File: src/rtl/fdga_pkg.sv
// Shared types and constants for the writeback path into the register file.
package fdga_pkg;

  localparam int ADDR_W_DEF = 5;
  localparam int DATA_W_DEF = 32;

  localparam logic [4:0] REG_ZERO = 5'd0;

  typedef struct packed {
    logic                  valid;
    logic [ADDR_W_DEF-1:0] addr;
    logic [DATA_W_DEF-1:0] data;
  } wb_req_t;

  // Index width that stays legal for a single-entry arbiter.
  function automatic int idx_w(input int n);
    return (n > 1) ? $clog2(n) : 1;
  endfunction

endpackage

File: src/rtl/rr_arbiter.sv
// Round-robin arbiter: searches from ptr+1, grants the first set request,
// and moves the pointer to the winner only when the grant is consumed.
module rr_arbiter
  import fdga_pkg::*;
#(
  parameter int N     = 3,
  parameter int IDX_W = idx_w(N)
) (
  input  logic             clk,
  input  logic             rst,
  input  logic [N-1:0]     req,
  input  logic             advance,
  output logic [N-1:0]     grant,
  output logic [IDX_W-1:0] grant_idx
);

  logic [IDX_W-1:0] r_ptr;
  logic [IDX_W:0]   w_sum;
  logic [IDX_W-1:0] w_cand;
  logic             w_found;

  // Pointer starts at the last index so requester 0 wins first after reset.
  always_ff @(posedge clk) begin
    if (rst) begin
      r_ptr <= IDX_W'(N - 1);
    end else if (advance && (|grant)) begin
      r_ptr <= grant_idx;
    end
  end

  // One extra bit in w_sum covers ptr+k up to 2N-1 before the wrap.
  always_comb begin
    grant     = '0;
    grant_idx = '0;
    w_found   = 1'b0;
    w_sum     = '0;
    w_cand    = '0;
    for (int k = 1; k <= N; k++) begin
      w_sum = {1'b0, r_ptr} + (IDX_W + 1)'(k);
      if (w_sum >= (IDX_W + 1)'(N)) begin
        w_sum = w_sum - (IDX_W + 1)'(N);
      end
      w_cand = w_sum[IDX_W-1:0];
      if (!w_found && req[w_cand]) begin
        grant[w_cand] = 1'b1;
        grant_idx     = w_cand;
        w_found       = 1'b1;
      end
    end
  end

endmodule

File: src/rtl/regfile_wb_arbiter.sv
// Shares the register-file write port among NUM_REQ writeback sources and
// registers the winning write onto WE3/AD3/WD3.
module regfile_wb_arbiter
  import fdga_pkg::*;
#(
  parameter int NUM_REQ = 3,
  parameter int DATA_W  = DATA_W_DEF,
  parameter int ADDR_W  = ADDR_W_DEF,
  parameter int GID_W   = idx_w(NUM_REQ)
) (
  input  logic                      clk,
  input  logic                      rst,
  input  logic [NUM_REQ-1:0]        req_valid,
  input  logic [NUM_REQ*ADDR_W-1:0] req_addr,
  input  logic [NUM_REQ*DATA_W-1:0] req_data,
  output logic [NUM_REQ-1:0]        req_ready,
  output logic                      rf_we,
  output logic [ADDR_W-1:0]         rf_addr,
  output logic [DATA_W-1:0]         rf_data,
  output logic                      wb_pending_valid,
  output logic [ADDR_W-1:0]         wb_pending_addr,
  output logic [GID_W-1:0]          grant_id
);

  logic [NUM_REQ-1:0] w_grant;
  logic [GID_W-1:0]   w_gidx;
  logic               w_hs;
  logic [ADDR_W-1:0]  w_gaddr;
  logic [DATA_W-1:0]  w_gdata;
  logic               w_gnonzero;

  logic               r_we;
  logic [ADDR_W-1:0]  r_addr;
  logic [DATA_W-1:0]  r_data;
  logic [GID_W-1:0]   r_gid;

  rr_arbiter #(
    .N     (NUM_REQ),
    .IDX_W (GID_W)
  ) u_rr (
    .clk       (clk),
    .rst       (rst),
    .req       (req_valid),
    .advance   (w_hs),
    .grant     (w_grant),
    .grant_idx (w_gidx)
  );

  // The register file never stalls, so any visible ready is a handshake.
  assign req_ready = rst ? '0 : w_grant;
  assign w_hs      = |req_ready;

  assign w_gaddr    = req_addr[w_gidx*ADDR_W +: ADDR_W];
  assign w_gdata    = req_data[w_gidx*DATA_W +: DATA_W];
  assign w_gnonzero = (w_gaddr != ADDR_W'(REG_ZERO));

  // x0 writes are consumed but never raise WE3.
  always_ff @(posedge clk) begin
    if (rst) begin
      r_we   <= 1'b0;
      r_addr <= '0;
      r_data <= '0;
      r_gid  <= '0;
    end else begin
      r_we <= w_hs && w_gnonzero;
      if (w_hs) begin
        r_addr <= w_gaddr;
        r_data <= w_gdata;
        r_gid  <= w_gidx;
      end
    end
  end

  assign rf_we            = r_we;
  assign rf_addr          = r_addr;
  assign rf_data          = r_data;
  assign grant_id         = r_gid;
  assign wb_pending_valid = r_we;
  assign wb_pending_addr  = r_addr;

endmodule

File: config.mk
export PLATFORM = sky130hd
export DESIGN_NAME = regfile_wb_arbiter
export DESIGN_NICKNAME = d
export VERILOG_FILES = /design/src/rtl/fdga_pkg.sv /design/src/rtl/rr_arbiter.sv /design/src/rtl/regfile_wb_arbiter.sv
export SDC_FILE = /design/constraint.sdc
export NUM_CORES = 1
export LEC_CHECK = 0
export ABC_AREA = 1
export CAP_MARGIN = 20
export CORE_AREA = 3 3 96 89
export CTS_CLUSTER_SIZE = 16
export DETAILED_ROUTE_END_ITERATION = 12
export DIE_AREA = 0 0 99 92
export PLACE_DENSITY_LB_ADDON = 0.3
export SETUP_SLACK_MARGIN = 0.5
export SYNTH_ARGS = -nofsm -noshare
export SYNTH_HDL_FRONTEND = slang
export SYNTH_SLANG_ARGS = --single-unit
export TNS_END_PERCENT = 5
File: constraint.sdc
create_clock -name clk -period 2.6 [get_ports clk]
set_input_delay 0.52 -clock clk [delete_from_list [all_inputs] [get_ports clk]]
set_output_delay 0.52 -clock clk [all_outputs]
set_load 0.005 [all_outputs]
==> run summary <==
Final Skew - 0.00721 ns
Worst EP arrival - 1.99 ns
CP Class - reg -> out
Reg power frac - 13.7%
# H-tree levels - 2
# nets final - 799
EDFF count, synth - 0
Clk pwr share - 4.5%
Primary FF master, synth - dfxtp_1
Routed WL - 10.1 mm
Synth Instances - 505
via count - 3,674
Die Y - 92 µm
worst reg-to-reg path cell count - 16
worst r2r src - u_rr.r_ptr[0]$_SDFFE_PP0P_
Tot GR Track Use - 20.2%
reg2reg end - grant_id[1]$_SDFFE_PP0P_
final setup vio count - 0
share of the synthesized area in the top cell type - 28.4%
Post-synth top cells - nand2_1, inv_1, nor2_1
global route overflow - 0
crit path capture type - primary output
Net Sw Frac - 50.0%
FP Rows - 30
Tmin final - 2.51 ns
Worst EP required - 2.08 ns
Synth async-reset ratio - 0%
Area contributors post-synth - dfxtp_1, nand2_1, inv_1
Hold Violations, Final - 0
most numerous cell in the Yosys netlist - nand2_1
Area growth, synth to finish - 79.8%
layout cells sized above 1 - 19.3%
Die X - 99 µm
Pwr Total - 0.00919 W
first-pass GRT wire length - 15.4 mm
Clock Tree Root - clkbuf_8
worst hold path cell count - 2
Critical Path Sink - req_ready[2]
mapped cell area - 2960 µm²
P_sw - 0.00460 W
DP HPWL - 7.19 mm
Avg Inst Size Synth - 5.86 µm²
r2r setup slk - 0.11 ns
sequential area share after synthesis - 28.4%
leakage - 2.54 nW
Peak Freq - 398 MHz
Longest Clk Path Bufs - 2
total CTS buffers - 5
RSZ-0062 raised after global routing - true
HP Class - reg -> reg
Worst Setup SP - u_rr.r_ptr[0]$_SDFFE_PP0P_
largest net degree at the start of global routing - 47
DRC Markers - 0
relative slew slack - 72.8%
Clk pin slew, worst setup/hold paths - 0.08 ns
Synthesized Nets - 627
die area - 9110 µm²
Antenna Violating Nets Remaining - 0
Max FO, Critical Path - 6
maximum vdd drop - 0.00101 V
Placer Congestion - 0.835
DR vias/cell - 4.75
Synth area leader - dfxtp_1
Max-Cap Viols - 0
status - finished, final reports clean
PD cells - 1730 nW/µm²
Cell Int Power - 0.00459 W
Synth Register Bits - 42
Slew @ Worst Pin - 0.408 ns
number of global-route vias before repair - 3,415
YS warnings - 0
CP Launch Type - flop
core box area - 7540 µm²
io pins - 165
hold_buf cts - 0
Initial Util - 39.3%
# clock sinks - 42
initial DRC count - 82
WL per Instance - 13.1 µm
combinational power share - 81.8%
hold slack - 0.472 ns
initial antenna violation count - 0
CTS tree - yes
crit share post-route - 96.7%
worst skew pair latency - 0.29 ns
port buffer count - 164
n_diodes - 0
1st-pass router iterations - 4
count of cell types in the netlist - 22
final max-slew violation count - 0
==> per-layer routing <==
layer | global-route usage (%) | wire length (µm) | share of wire (%) | up-vias
met5 | 0 | 0 | 0 | -
met4 | 3.75 | 59 | 0.58 | 0
met2 | 37.0 | 5270 | 52 | 112
met3 | 5.17 | 639 | 6.3 | 4
met1 | 23.7 | 4140 | 41 | 1657
li1 | - | - | - | 1901
==> area by class of cell <==
cell class	count	area [µm²]
clock buffers	6	72.6
clock inverters	2	13.8
fillers	644	2220
inverters	90	348
multi-input cells	340	1930
flip-flops and latches	42	846
well taps	96	120
repair buffers	198	1990
==> stage by stage <==
stage	TNS, ns	setup slack (ns)	instance area (µm²)	util [%]	std cells
after global placement	-0.691	-0.194	4770	63.3	754
after detailed placement	-1.87	-0.222	4770	63.3	754
final	0	0.0858	5330	70.6	774
after global routing	-0.0521	-0.0296	5330	70.6	774
after floorplan	0	0.451	3010	-	505
after CTS	0	0.103	5010	66.4	772
==> placed cells by master, fill, tap and decap left out, types with 4 or more instances in the layout <==
cell,synthesis,routed
o21ai_0,23,15
clkdlybuf4s50_1,0,159
buf_6,5,4
nor2_1,73,44
dfxtp_1,42,40
clkbuf_8,0,5
a21oi_1,36,36
o21ai_1,11,16
buf_12,0,5
nor2_2,1,19
buf_4,9,23
nand3_2,3,23
nand2_4,0,7
nand2_1,118,111
nor2_4,1,12
nand3_1,56,33
o211ai_2,4,4
nand2_2,5,4
inv_1,87,84
==> registers in the layout, indices dropped and copies added (netlist names) <==
signal      flops
rf_data        32
rf_addr         5
grant_id        2
u_rr.r_ptr      2
rf_we           1
==> logic make-up (layout without fill, tap and decap cells) <==
family	Yosys count	in the layout	synth area share, %
and+or+nand+nor	257	257	36.3
buffers and inverters	123	296	18.5
AOI/OAI and AO/OA	77	77	14.3
DFF	42	42	28.4
adders and majority gates	6	6	2.53
==> power groups by stage <==
stage	Clock (W)	Combinational, W	Sequential (W)
2_1_floorplan	0	0.00411	0.00122
3_3_place_gp	0	0.00595	0.00118
3_5_place_dp	0	0.00609	0.00120
4_1_cts	0.000433	0.00642	0.00119
5_1_grt	0.000466	0.00832	0.00130
6_report	0.000418	0.00752	0.00126
==> worst min path at each step <==
stage / end / start
final: grant_id[0]$_SDFFE_PP0P_ / grant_id[0]$_SDFFE_PP0P_
after CTS: grant_id[0]$_SDFFE_PP0P_ / grant_id[0]$_SDFFE_PP0P_
after detailed placement: grant_id[0]$_SDFFE_PP0P_ / grant_id[0]$_SDFFE_PP0P_
after global routing: grant_id[0]$_SDFFE_PP0P_ / grant_id[0]$_SDFFE_PP0P_
after global placement: grant_id[1]$_SDFFE_PP0P_ / grant_id[1]$_SDFFE_PP0P_
after floorplan: grant_id[1]$_SDFFE_PP0P_ / grant_id[1]$_SDFFE_PP0P_
==> worst max-delay path: stages (launching register included) <==
cell and delay, ns:
dfxtp_4 0.38, inv_6 0.05, ha_4 0.27, buf_6 0.14, nand2_4 0.07, nand3_4 0.08, nand2_4 0.12, nand2_4 0.07
o21a_1 0.22, o21ai_2 0.06, nand2_1 0.07, inv_1 0.06, buf_2 0.11
==> repair_timing <==
action,in CTS,in global routing
resized for setup,42,75
endpoints found under the setup margin,45,45
buffers inserted,10,0
pin swaps,13,34
cloned,0,2
Power figures use the tool's default switching activity.
